File: config.mk
export PLATFORM = sky130hd
export DESIGN_NAME = wide_add_seq
export DESIGN_NICKNAME = d
export VERILOG_FILES = /design/src/rtl/wide_add_seq.sv
export SDC_FILE = /design/constraint.sdc
export NUM_CORES = 1
export LEC_CHECK = 0
export BUFFER_PORTS_ARGS = -buffer_cell sky130_fd_sc_hd__buf_2
export CAP_MARGIN = 20
export CORE_UTILIZATION = 30
export DETAILED_ROUTE_END_ITERATION = 8
export PLACE_DENSITY_LB_ADDON = 0.25
export SYNTH_ARGS = -nofsm -noshare
export SYNTH_HDL_FRONTEND = slang
export SYNTH_SLANG_ARGS = --single-unit
File: constraint.sdc
create_clock -name clk -period 21.2 [get_ports clk]
set_input_delay 3.18 -clock clk [delete_from_list [all_inputs] [get_ports clk]]
set_output_delay 3.18 -clock clk [all_outputs]
set_load 0.005 [all_outputs]
File: src/rtl/wide_add_seq.sv
// ----------------------------------------------------------------------------
// wide_add_seq
//
// Multi-cycle wide adder. Two W = WIDTH*WORDS bit operands are added by
// reusing a single WIDTH-bit ripple-carry slice over WORDS cycles, least
// significant slice first. The carry between slices is held in a register.
//
// Optional feature: define WIDE_ADD_SEQ_OVERFLOW_EN to add overflow_out, the
// two's-complement signed overflow of the full W-bit add.
//
// Ports:
//   clk          clock, rising edge
//   rst_n        asynchronous active-low reset
//   start_valid  operands and carry_in are valid
//   start_ready  block can accept an operation (high only in IDLE)
//   a_in, b_in   W-bit operands, sampled on the accepting edge
//   carry_in     carry into slice 0, sampled on the accepting edge
//   res_valid    result available (high only in DONE)
//   res_ready    consumer accepts the result
//   sum_out      registered W-bit sum
//   carry_out    registered carry out of the top slice
//   overflow_out signed overflow (only with WIDE_ADD_SEQ_OVERFLOW_EN)
// ----------------------------------------------------------------------------
module wide_add_seq #(
   parameter int unsigned WIDTH = 32,
   parameter int unsigned WORDS = 4
) (
   input  logic                   clk,
   input  logic                   rst_n,
   input  logic                   start_valid,
   output logic                   start_ready,
   input  logic [WIDTH*WORDS-1:0] a_in,
   input  logic [WIDTH*WORDS-1:0] b_in,
   input  logic                   carry_in,
   output logic                   res_valid,
   input  logic                   res_ready,
   output logic [WIDTH*WORDS-1:0] sum_out,
   output logic                   carry_out
`ifdef WIDE_ADD_SEQ_OVERFLOW_EN
   ,
   output logic                   overflow_out
`endif
);

   // Index is at least one bit wide so WORDS=1 still has a legal register.
   localparam int unsigned IDX_W = (WORDS > 1) ? $clog2(WORDS) : 1;
   localparam logic [IDX_W-1:0] LAST_IDX = IDX_W'(WORDS - 1);

   typedef enum logic [1:0] {
      StIdle,
      StRun,
      StDone
   } state_e;

   state_e state_q, state_d;

   // Operands and sum are stored as word arrays so a slice is a plain index.
   logic [WORDS-1:0][WIDTH-1:0] a_q;
   logic [WORDS-1:0][WIDTH-1:0] b_q;
   logic [WORDS-1:0][WIDTH-1:0] sum_q;
   logic [IDX_W-1:0]            idx_q;
   logic                        carry_q;
   logic                        cout_q;

   logic             accept;
   logic             run_step;
   logic             last_step;
   logic [WIDTH-1:0] a_word;
   logic [WIDTH-1:0] b_word;
   logic [WIDTH-1:0] slice_sum;
   logic [WIDTH:0]   slice_c;

`ifdef WIDE_ADD_SEQ_OVERFLOW_EN
   logic ovf_q;
`endif

   // -------------------------------------------------------------------------
   // FSM: state register
   // -------------------------------------------------------------------------
   always_ff @(posedge clk or negedge rst_n) begin
      if (!rst_n) begin
         state_q <= StIdle;
      end else begin
         state_q <= state_d;
      end
   end

   // -------------------------------------------------------------------------
   // FSM: next-state logic
   // -------------------------------------------------------------------------
   always_comb begin
      state_d = state_q;
      unique case (state_q)
         StIdle: begin
            if (start_valid) begin
               state_d = StRun;
            end
         end
         StRun: begin
            if (idx_q == LAST_IDX) begin
               state_d = StDone;
            end
         end
         StDone: begin
            if (res_ready) begin
               state_d = StIdle;
            end
         end
         default: state_d = StIdle;
      endcase
   end

   // -------------------------------------------------------------------------
   // FSM: outputs and datapath strobes
   // -------------------------------------------------------------------------
   always_comb begin
      start_ready = 1'b0;
      res_valid   = 1'b0;
      accept      = 1'b0;
      run_step    = 1'b0;
      last_step   = 1'b0;
      unique case (state_q)
         StIdle: begin
            start_ready = 1'b1;
            accept      = start_valid;
         end
         StRun: begin
            run_step  = 1'b1;
            last_step = (idx_q == LAST_IDX);
         end
         StDone: begin
            res_valid = 1'b1;
         end
         default: ;
      endcase
   end

   // -------------------------------------------------------------------------
   // Single WIDTH-bit ripple-carry slice
   // -------------------------------------------------------------------------
   assign a_word = a_q[idx_q];
   assign b_word = b_q[idx_q];

   always_comb begin
      slice_c    = '0;
      slice_sum  = '0;
      slice_c[0] = carry_q;
      for (int i = 0; i < int'(WIDTH); i++) begin
         slice_sum[i]  = a_word[i] ^ b_word[i] ^ slice_c[i];
         slice_c[i+1]  = (a_word[i] & b_word[i]) | (slice_c[i] & (a_word[i] ^ b_word[i]));
      end
   end

   // -------------------------------------------------------------------------
   // Datapath registers
   // -------------------------------------------------------------------------
   always_ff @(posedge clk or negedge rst_n) begin
      if (!rst_n) begin
         a_q     <= '0;
         b_q     <= '0;
         carry_q <= 1'b0;
         idx_q   <= '0;
      end else if (accept) begin
         a_q     <= a_in;
         b_q     <= b_in;
         carry_q <= carry_in;
         idx_q   <= '0;
      end else if (run_step) begin
         carry_q <= slice_c[WIDTH];
         // Index wraps back to 0 after the last slice; it is cleared on the
         // next accept anyway.
         idx_q   <= last_step ? '0 : idx_q + 1'b1;
      end
   end

   // Result registers only change while RUN, so they hold through DONE for
   // any amount of backpressure.
   always_ff @(posedge clk or negedge rst_n) begin
      if (!rst_n) begin
         sum_q  <= '0;
         cout_q <= 1'b0;
      end else if (run_step) begin
         sum_q[idx_q] <= slice_sum;
         if (last_step) begin
            cout_q <= slice_c[WIDTH];
         end
      end
   end

`ifdef WIDE_ADD_SEQ_OVERFLOW_EN
   // Signed overflow: carry into the MSB differs from carry out of the MSB.
   // On the last step the slice MSB is the MSB of the full word.
   always_ff @(posedge clk or negedge rst_n) begin
      if (!rst_n) begin
         ovf_q <= 1'b0;
      end else if (run_step && last_step) begin
         ovf_q <= slice_c[WIDTH] ^ slice_c[WIDTH-1];
      end
   end

   assign overflow_out = ovf_q;
`endif

   assign sum_out   = sum_q;
   assign carry_out = cout_q;

endmodule
==> impl_metrics.toml, run 1 <==
[status]
status = "complete, no violations"

[power]
peakVddDrop_v = 0.0000818
leakagePower_nw = 9.36
power.density_nw_per_um2 = 195
finalPower_mw = 4.11

[logic_synthesis]
syn_area_sq_um = 17000
yosysWarnings = 0
synth_cell_types = 28
syn_nets = 1267
syn_inst = 970
ys_seq_area_frac = 0.575
synth_seq_cells = 390
syn_area_per_cell_sq_um = 17.5

[worst_setup_path]
worstSetupPathType = "flop to flop"
cp_common_cell = "fa_1"
crit_path_end_kind = "flop"
crit_fanout = 28
crit_slowest_cell = "dfrtp_4"
cp.arrival_ps = 16700
cp_data_required_time_ps = 21680
rr_worst_depth = 37
startpoint_type = "flop"
cpPeakStageDelay_ps = 810

[cts]
root_buffer = "clkbuf_16"
cts_num_sinks = 390
cts_resized = 0
clk_pin_slew_worst_paths_ps = 60
post_cts_buffers = 0
cts_tree = "done"
h-tree-depth = 2
clk_path_buf_depth = 3
insertion_delay_ps = 570
cts_made_buffers = 45
holdBufCountCts = 0

[timing]
finalSetupTns_ps = 0
finClkSkew_ps = 22.0
finalMaxSlewViolations = 0
hold_viol = 0
fmaxAchievable_ghz = 0.0616
period_share = 0.765
worstMarginPinSlew_ps = 1030
rsz0062_at_grt = "no"
period_needed_ps = 16220
finalSetupViolCount = 0
holdWs_ps = 485
relSlewSlack = 0.313

[drt]
vias = 9851
wirelength_mm = 44.7
drc = 0
ant_nets = 0
routed_via_density = 4.57
drt_iter0_drc = 316
drt-pass1-iter-count = 6
drt-wirelength-per-cell_microns = 20.7

[placement]
io_buffers = 391
globalplace.congestion = 0.750
dp.cells = 2068
post_dp_cell_area_sq_um = 19500
hpwl_mm = 31.9

[die]
core_sq_um = 55500
die_h_microns = 240
initial_core_util = 0.305
die_area_sq_um = 57500
die_w_microns = 240
top_level_ports = 392
rows = 86

[layout]
layout-drive-gt1-share = 0.662
finalNonFillerCells = 2157
syn_to_final_growth_pct = 24.2
fin_area_sq_um = 21100
fill_cells = 5391
nNetsFinal = 1665

[global_route]
grt_max_degree = 101
grt_pass1_vias = 10650
overflow = 0
antenna_found_initial = 19
track_usage = 0.158
grt_pass1_wl_mm = 67.8

[run]
max_cap_violations = 0

[min_path]
hold_class = "flop to flop"
min_path_cells = 2
[synthesized netlist by cell type (all sizes together)]
cell    count  area [sq um]
a21oi       1          5.00
fa         32           641
a22o        2          17.5
mux4       64          1440
dfrtp     390          9760
o21bai      1          7.51
inv        11          41.3
nor2        3          18.8
nand2       9          33.8
o21ai      10          50.1
buf        52           482
nand2b      1          13.8
nor2b       1          6.26
ha          4          50.1
a221oi      1          8.76
clkbuf      5          18.8
mux2      376          4300
or3         1          6.26
or2b        1          7.51
nand3b      4          41.3
o31ai       1          7.51
[worst max-delay path: cells and delay by family (launching register included)]
family	cells	cell delay (ps)
AOI/OAI and AO/OA	1	180
buffers and inverters	3	230
adders and majority gates	32	14280
DFF	1	810
muxes	1	610
[final cells by class]
cell class / instances / area (sq um) / area share
clock buffers: 69 / 1410 / 0.0669
multi-input cells: 512 / 6660 / 0.316
diodes: 6 / 15.0 / 0.000713
inverters: 11 / 41.3 / 0.00196
flip-flops and latches: 390 / 9770 / 0.464
clock inverters: 13 / 124 / 0.00588
repair buffers: 408 / 2110 / 0.100
well taps: 748 / 936 / 0.0444
[worst paths after layout]
kind / slack (ps) / startpoint / to
max reg2reg: 4980 / idx_q[0] / sum_out[95]
min in group asynchronous: 2660 / rst_n / b_q[31]
min: 480 / sum_out[127] / sum_out[127]
max in group asynchronous: 16920 / rst_n / idx_q[0]
min reg2reg: 480 / sum_out[127] / sum_out[127]
max: 4980 / idx_q[0] / sum_out[95]
[routing by layer]
| metal | vias to the layer above | part of all wire | GRT usage |
|---|---|---|---|
| met5 | - | 0.0035 | 0 |
| met4 | 26 | 0.027 | 0.0556 |
| met3 | 103 | 0.068 | 0.0499 |
| met2 | 254 | 0.49 | 0.257 |
| met1 | 5118 | 0.41 | 0.196 |
| li1 | 4350 | - | - |
[flip-flops by register name, summed over array words and instances (netlist names)]
signal,flops
a_q,128
b_q,128
sum_out,128
idx_q,2
state_q,2
carry_out,1
carry_q,1
[cells in the final DEF, fill, tap and decap left out, types with 2 or more instances in the layout]
cell / count
a22o_1: 2
buf_2: 390
buf_4: 16
bufinv_16: 2
clkbuf_1: 7
clkbuf_16: 47
clkbuf_8: 15
clkinv_2: 8
clkinvlp_4: 2
dfrtp_1: 388
dfrtp_4: 2
diode_2: 6
fa_1: 32
ha_1: 4
inv_1: 11
mux2_2: 357
mux2_4: 18
mux4_2: 64
nand2_1: 9
nand3b_2: 3
nor2_1: 2
o21ai_0: 10
[kinds of logic after synthesis]
group	count (synthesis)	share of synthesized area
muxes	440	0.339
DFF	390	0.575
buffers and inverters	68	0.0319
adders and majority gates	36	0.0407
and+or+nand+nor	20	0.00753
AOI/OAI and AO/OA	16	0.00568
[power breakdown]
part	total, mW	switching [mW]	internal (mW)
combinational	1.95	0.888	1.06
clock	0.795	0.314	0.481
sequential	1.37	0.216	1.15
[per-stage QoR]
step            util  worst slack (ps)
3_3_place_gp   0.351              4800
2_1_floorplan      -              5870
3_5_place_dp   0.351              4780
4_1_cts        0.379              4700
5_1_grt        0.379              4330
6_report       0.379              4980
No activity file was read; power rests on OpenSTA's default activity.
==> run 2: changes to the inputs <==
- clock period: 21.2 -> 16.3 ns (I/O delays scaled with it)
==> impl_metrics.toml, run 2 (same netlist as run 1, synthesis figures left out) <==
[timing]
finalSetupTns_ps = 0
fin_ws_ps = 632
period_needed_ps = 15670
finalSetupViolCount = 0
relSlewSlack = 0.289
worstMarginPinSlew_ps = 1070
fmaxAchievable_ghz = 0.0638
finClkSkew_ps = 17.7
hold_viol = 0
period_share = 0.961
rsz0062_at_grt = "no"
finalMaxSlewViolations = 0

[placement]
hpwl_mm = 31.9
preCtsSetupSlack_ps = 240
io_buffers = 391
globalplace.congestion = 0.760

[layout]
syn_to_final_growth_pct = 24.3
fill_cells = 5307
layout-drive-gt1-share = 0.657
nNetsFinal = 1670
final_common_cell = "buf_2"
final_cell_mix = "buf_2, dfrtp_1, mux2_2, mux4_2, clkbuf_16"
post-route-util = 0.380

[global_route]
track_usage = 0.158
grt_pass1_vias = 10894
grt_max_degree = 115
antenna_found_initial = 19
overflow = 0
grt_pass1_wl_mm = 68.2

[drt]
drt-wirelength-per-cell_microns = 20.8
ant_nets = 0
wirelength_mm = 44.8
drt-pass1-iter-count = 4
drc = 0
drt_iter0_drc = 353
routed_via_density = 4.58
vias = 9894

[die]
die_w_microns = 240
core_sq_um = 55500
die_area_sq_um = 57500
rows = 86
initial_core_util = 0.305
top_level_ports = 392
die_h_microns = 240

[power]
p_switching_mw = 1.84
switching_share = 0.343
power_frac_seq = 0.326
combPwrFrac = 0.480
power.density_nw_per_um2 = 254
peakVddDrop_v = 0.0000922
power.internal_mw = 3.52
leakagePower_nw = 9.36
clkPwrFrac = 0.194

[worst_setup_path]
crit_path_end_kind = "flop"
cpPeakStageDelay_ps = 520
cp_common_cell = "fa_1"
worstSetupPathType = "flop to flop"
crit_fanout = 4
crit_slowest_cell = "mux4_2"
cp_data_required_time_ps = 16770
startpoint_type = "flop"
cp.arrival_ps = 16140

[cts]
cts_tree = "done"
cts_made_buffers = 46
cts_num_sinks = 390
insertion_delay_ps = 560
root_buffer = "clkbuf_16"
clk_pin_slew_worst_paths_ps = 60
clk_path_buf_depth = 3
h-tree-depth = 2

[min_path]
hold_class = "flop to flop"

[run]
max_cap_violations = 0

[status]
status = "complete, no violations"
[run 2: cell count changes in the layout (fill, tap and decap cells not counted)]
cell        before  now
buf_4           16   20
bufinv_16        2    3
clkbuf_1         7   17
clkbuf_16       47   49
clkbuf_8        15    9
clkinv_2         8    3
clkinvlp_4       2    1
diode_2          6    4
fa_1            32   30
fa_2             0    2
inv_6            1    0
o21ai_0         10    8
o21ai_1          0    2
[run 2: power by group through the flow]
stage / combinational [mW] / sequential [mW] / clock, mW
after floorplan: 1.83 / 1.70 / 0
after global placement: 2.58 / 1.75 / 0
after detailed placement: 2.63 / 1.77 / 0
after CTS: 2.64 / 1.76 / 1.07
after global routing: 2.84 / 1.82 / 1.11
final: 2.57 / 1.75 / 1.04
[run 2: path summary, 6_finish.rpt]
check,startpoint,endpoint,slack (ps),cells past startpoint
max in group asynchronous,rst_n,sum_out[106],12400,4
min,a_q[116],a_q[116],490,1
min in group asynchronous,rst_n,b_q[127],1960,1
max reg2reg,idx_q[0],sum_out[31],630,37
min reg2reg,a_q[116],a_q[116],490,1
max,idx_q[0],sum_out[31],630,37
[run 2: through the flow]
stage	power, mW	hold slack [ps]	instance area [sq um]	instances
finish	5.35	489	21100	2159
global route	5.77	506	21100	2158
CTS	5.47	492	21000	2152
detailed placement	4.40	479	19500	2070
global placement	4.33	466	19500	2070
floorplan	3.53	453	17000	970
[run 2: cell type report]
cell class / count / area [sq um] / area share
Inverter: 11 / 41.3 / 0.00196
Tap cell: 748 / 936 / 0.0444
Clock buffer: 75 / 1410 / 0.0670
Timing Repair Buffer: 412 / 2140 / 0.102
Multi-Input combinational cell: 512 / 6660 / 0.316
Antenna cell: 4 / 10.0 / 0.000475
Clock inverter: 7 / 113 / 0.00534
Sequential cell: 390 / 9770 / 0.463
[run 2: worst max-delay path: cells and delay by family, from the launching register on]
| family | cells | cell delay, ps |
|---|---|---|
| flops | 1 | 440 |
| mux | 1 | 520 |
| compound gates | 1 | 210 |
| fa+ha+maj | 32 | 14150 |
| buf+inv | 3 | 240 |
[run 2: routing by layer]
metal | wire (microns) | part of all wire | vias up | track usage
met3 | 2850 | 0.063 | 83 | 0.0464
met2 | 21800 | 0.49 | 236 | 0.258
met1 | 19000 | 0.42 | 5172 | 0.201
li1 | - | - | 4373 | -
met4 | 928 | 0.021 | 30 | 0.0486
met5 | 180 | 0.0040 | - | 0
[run 2: repair_timing]
action	4_1_cts	5_1_grt
hold buffers	0	0
buffers inserted	0	2
setup endpoints to repair	0	4
resized for setup	0	4
==> run 3: changes to the inputs <==
- CELL_PAD_IN_SITES_DETAIL_PLACEMENT: default -> 1
- CELL_PAD_IN_SITES_GLOBAL_PLACEMENT: default -> 2
==> impl_metrics.toml, run 3 (same netlist as run 1, synthesis figures left out) <==
[run]
max_cap_violations = 0

[placement]
hpwl_mm = 34.1
io_buffers = 391
globalplace.congestion = 0.746
preCtsSetupSlack_ps = 257

[global_route]
track_usage = 0.169
grt_pass1_vias = 11487
grt_max_degree = 108
grt_pass1_wl_mm = 72.3
overflow = 0
antenna_found_initial = 33

[drt]
drc = 0
routed_via_density = 4.62
ant_nets = 0
wirelength_mm = 47.1
vias = 10002
drt_iter0_drc = 274
drt-wirelength-per-cell_microns = 21.8
drt-pass1-iter-count = 4

[worst_setup_path]
endpoint = "sum_out[127]"
rrSetupSlack_ps = 650
worstSetupPathType = "flop to flop"
cp_top_family = "adder cells"
crit_slowest_cell = "mux4_2"
cpPeakStageDelay_ps = 520
rr_worst_depth = 37
crit_fanout = 4
startpoint_type = "flop"
critical_path_cell_count = 37
crit_start = "idx_q[0]"
cp_data_required_time_ps = 16770
cp_common_cell = "fa_1"
crit_path_end_kind = "flop"
cp.arrival_ps = 16120
worstReg2RegEnd = "sum_out[127]"
cp_num_buf_inv = 3
timing.rr.start = "idx_q[0]"

[timing]
hold_viol = 0
finClkSkew_ps = 19.3
fmaxAchievable_ghz = 0.0639
worstMarginPinSlew_ps = 1090
finalSetupViolCount = 0
holdWs_ps = 475
rsz0062_at_grt = "no"
period_needed_ps = 15650
finalMaxSlewViolations = 0
relSlewSlack = 0.273
period_share = 0.960
fin_ws_ps = 651
finalSetupTns_ps = 0

[die]
die_h_microns = 240
top_level_ports = 392
rows = 86
die_w_microns = 240
initial_core_util = 0.305
die_area_sq_um = 57500
core_sq_um = 55500

[cts]
clk_path_buf_depth = 3
holdBufCountCts = 0
h-tree-depth = 2
cts_num_sinks = 390
clk_pin_slew_worst_paths_ps = 60
root_buffer = "clkbuf_16"
cts_made_buffers = 47
cts_tree = "done"
insertion_delay_ps = 570

[layout]
syn_to_final_growth_pct = 24.4
final_common_cell = "buf_2"
nNetsFinal = 1670
layout-drive-gt1-share = 0.661
final_cell_mix = "buf_2, dfrtp_1, mux2_2, mux4_2, clkbuf_16"
post-route-util = 0.380

[status]
status = "complete, no violations"

[power]
p_switching_mw = 1.90
switching_share = 0.351
leakagePower_nw = 9.37
power.internal_mw = 3.51
finalPower_mw = 5.42
peakVddDrop_v = 0.000110
power_frac_seq = 0.324
combPwrFrac = 0.485
power.density_nw_per_um2 = 257
clkPwrFrac = 0.191

[min_path]
hold_class = "flop to flop"
-- run 3: cell count changes in the layout (fill, tap and decap cells not counted), moves of 2 or more --
cell and change:
buf_4 -2, clkbuf_1 -6, clkinv_2 +7, diode_2 +7, o21ai_0 +2, o21ai_1 -2
-- run 3: layer usage --
metal  track usage  share of wire  wire [microns]
met5             0         0.0060             285
met4        0.0571          0.026            1240
met3        0.0587          0.073            3460
met2         0.279           0.49           23300
met1         0.205           0.40           18900
-- run 3: stage by stage --
step	instance area [sq um]	std cells
after floorplan	17000	970
after global placement	19500	2070
after detailed placement	19500	2070
after CTS	21000	2153
after global routing	21100	2162
final	21100	2166
-- run 3: layout make-up --
class,instances,area [sq um]
Sequential cell,390,9770
Tap cell,748,936
Fill cell,5821,34400
Timing Repair Buffer,411,2140
Clock inverter,13,118
Inverter,11,41.3
Antenna cell,11,27.5
Clock buffer,70,1410
Multi-Input combinational cell,512,6660
-- run 3: how the worst min path moves through the flow --
stage | startpoint | endpoint | slack, ps | depth (start not counted)
final | sum_out[14] | sum_out[14] | 470 | 2
after global routing | sum_out[63] | sum_out[63] | 510 | 2
after CTS | sum_out[14] | sum_out[14] | 480 | 2
after detailed placement | sum_out[14] | sum_out[14] | 470 | 2
after global placement | sum_out[78] | sum_out[78] | 460 | 2
after floorplan | a_q[116] | a_q[116] | 450 | 1
-- run 3: worst min-delay path, stage by stage, from the launching register on --
cell and delay (ps):
dfrtp_1 330, nand2_1 40, o21ai_0 60
-- run 3: repair_timing --
action / in CTS / in global routing
gates resized for setup: 0 / 2
setup endpoints to repair: 0 / 4
buffers inserted: 0 / 1
-- run 3: power by group through the flow --
stage / sequential, mW / combinational (mW) / clock [mW]
floorplan: 1.70 / 1.83 / 0
global placement: 1.76 / 2.64 / 0
detailed placement: 1.78 / 2.69 / 0
CTS: 1.77 / 2.70 / 1.07
global route: 1.83 / 2.92 / 1.11
finish: 1.76 / 2.63 / 1.03
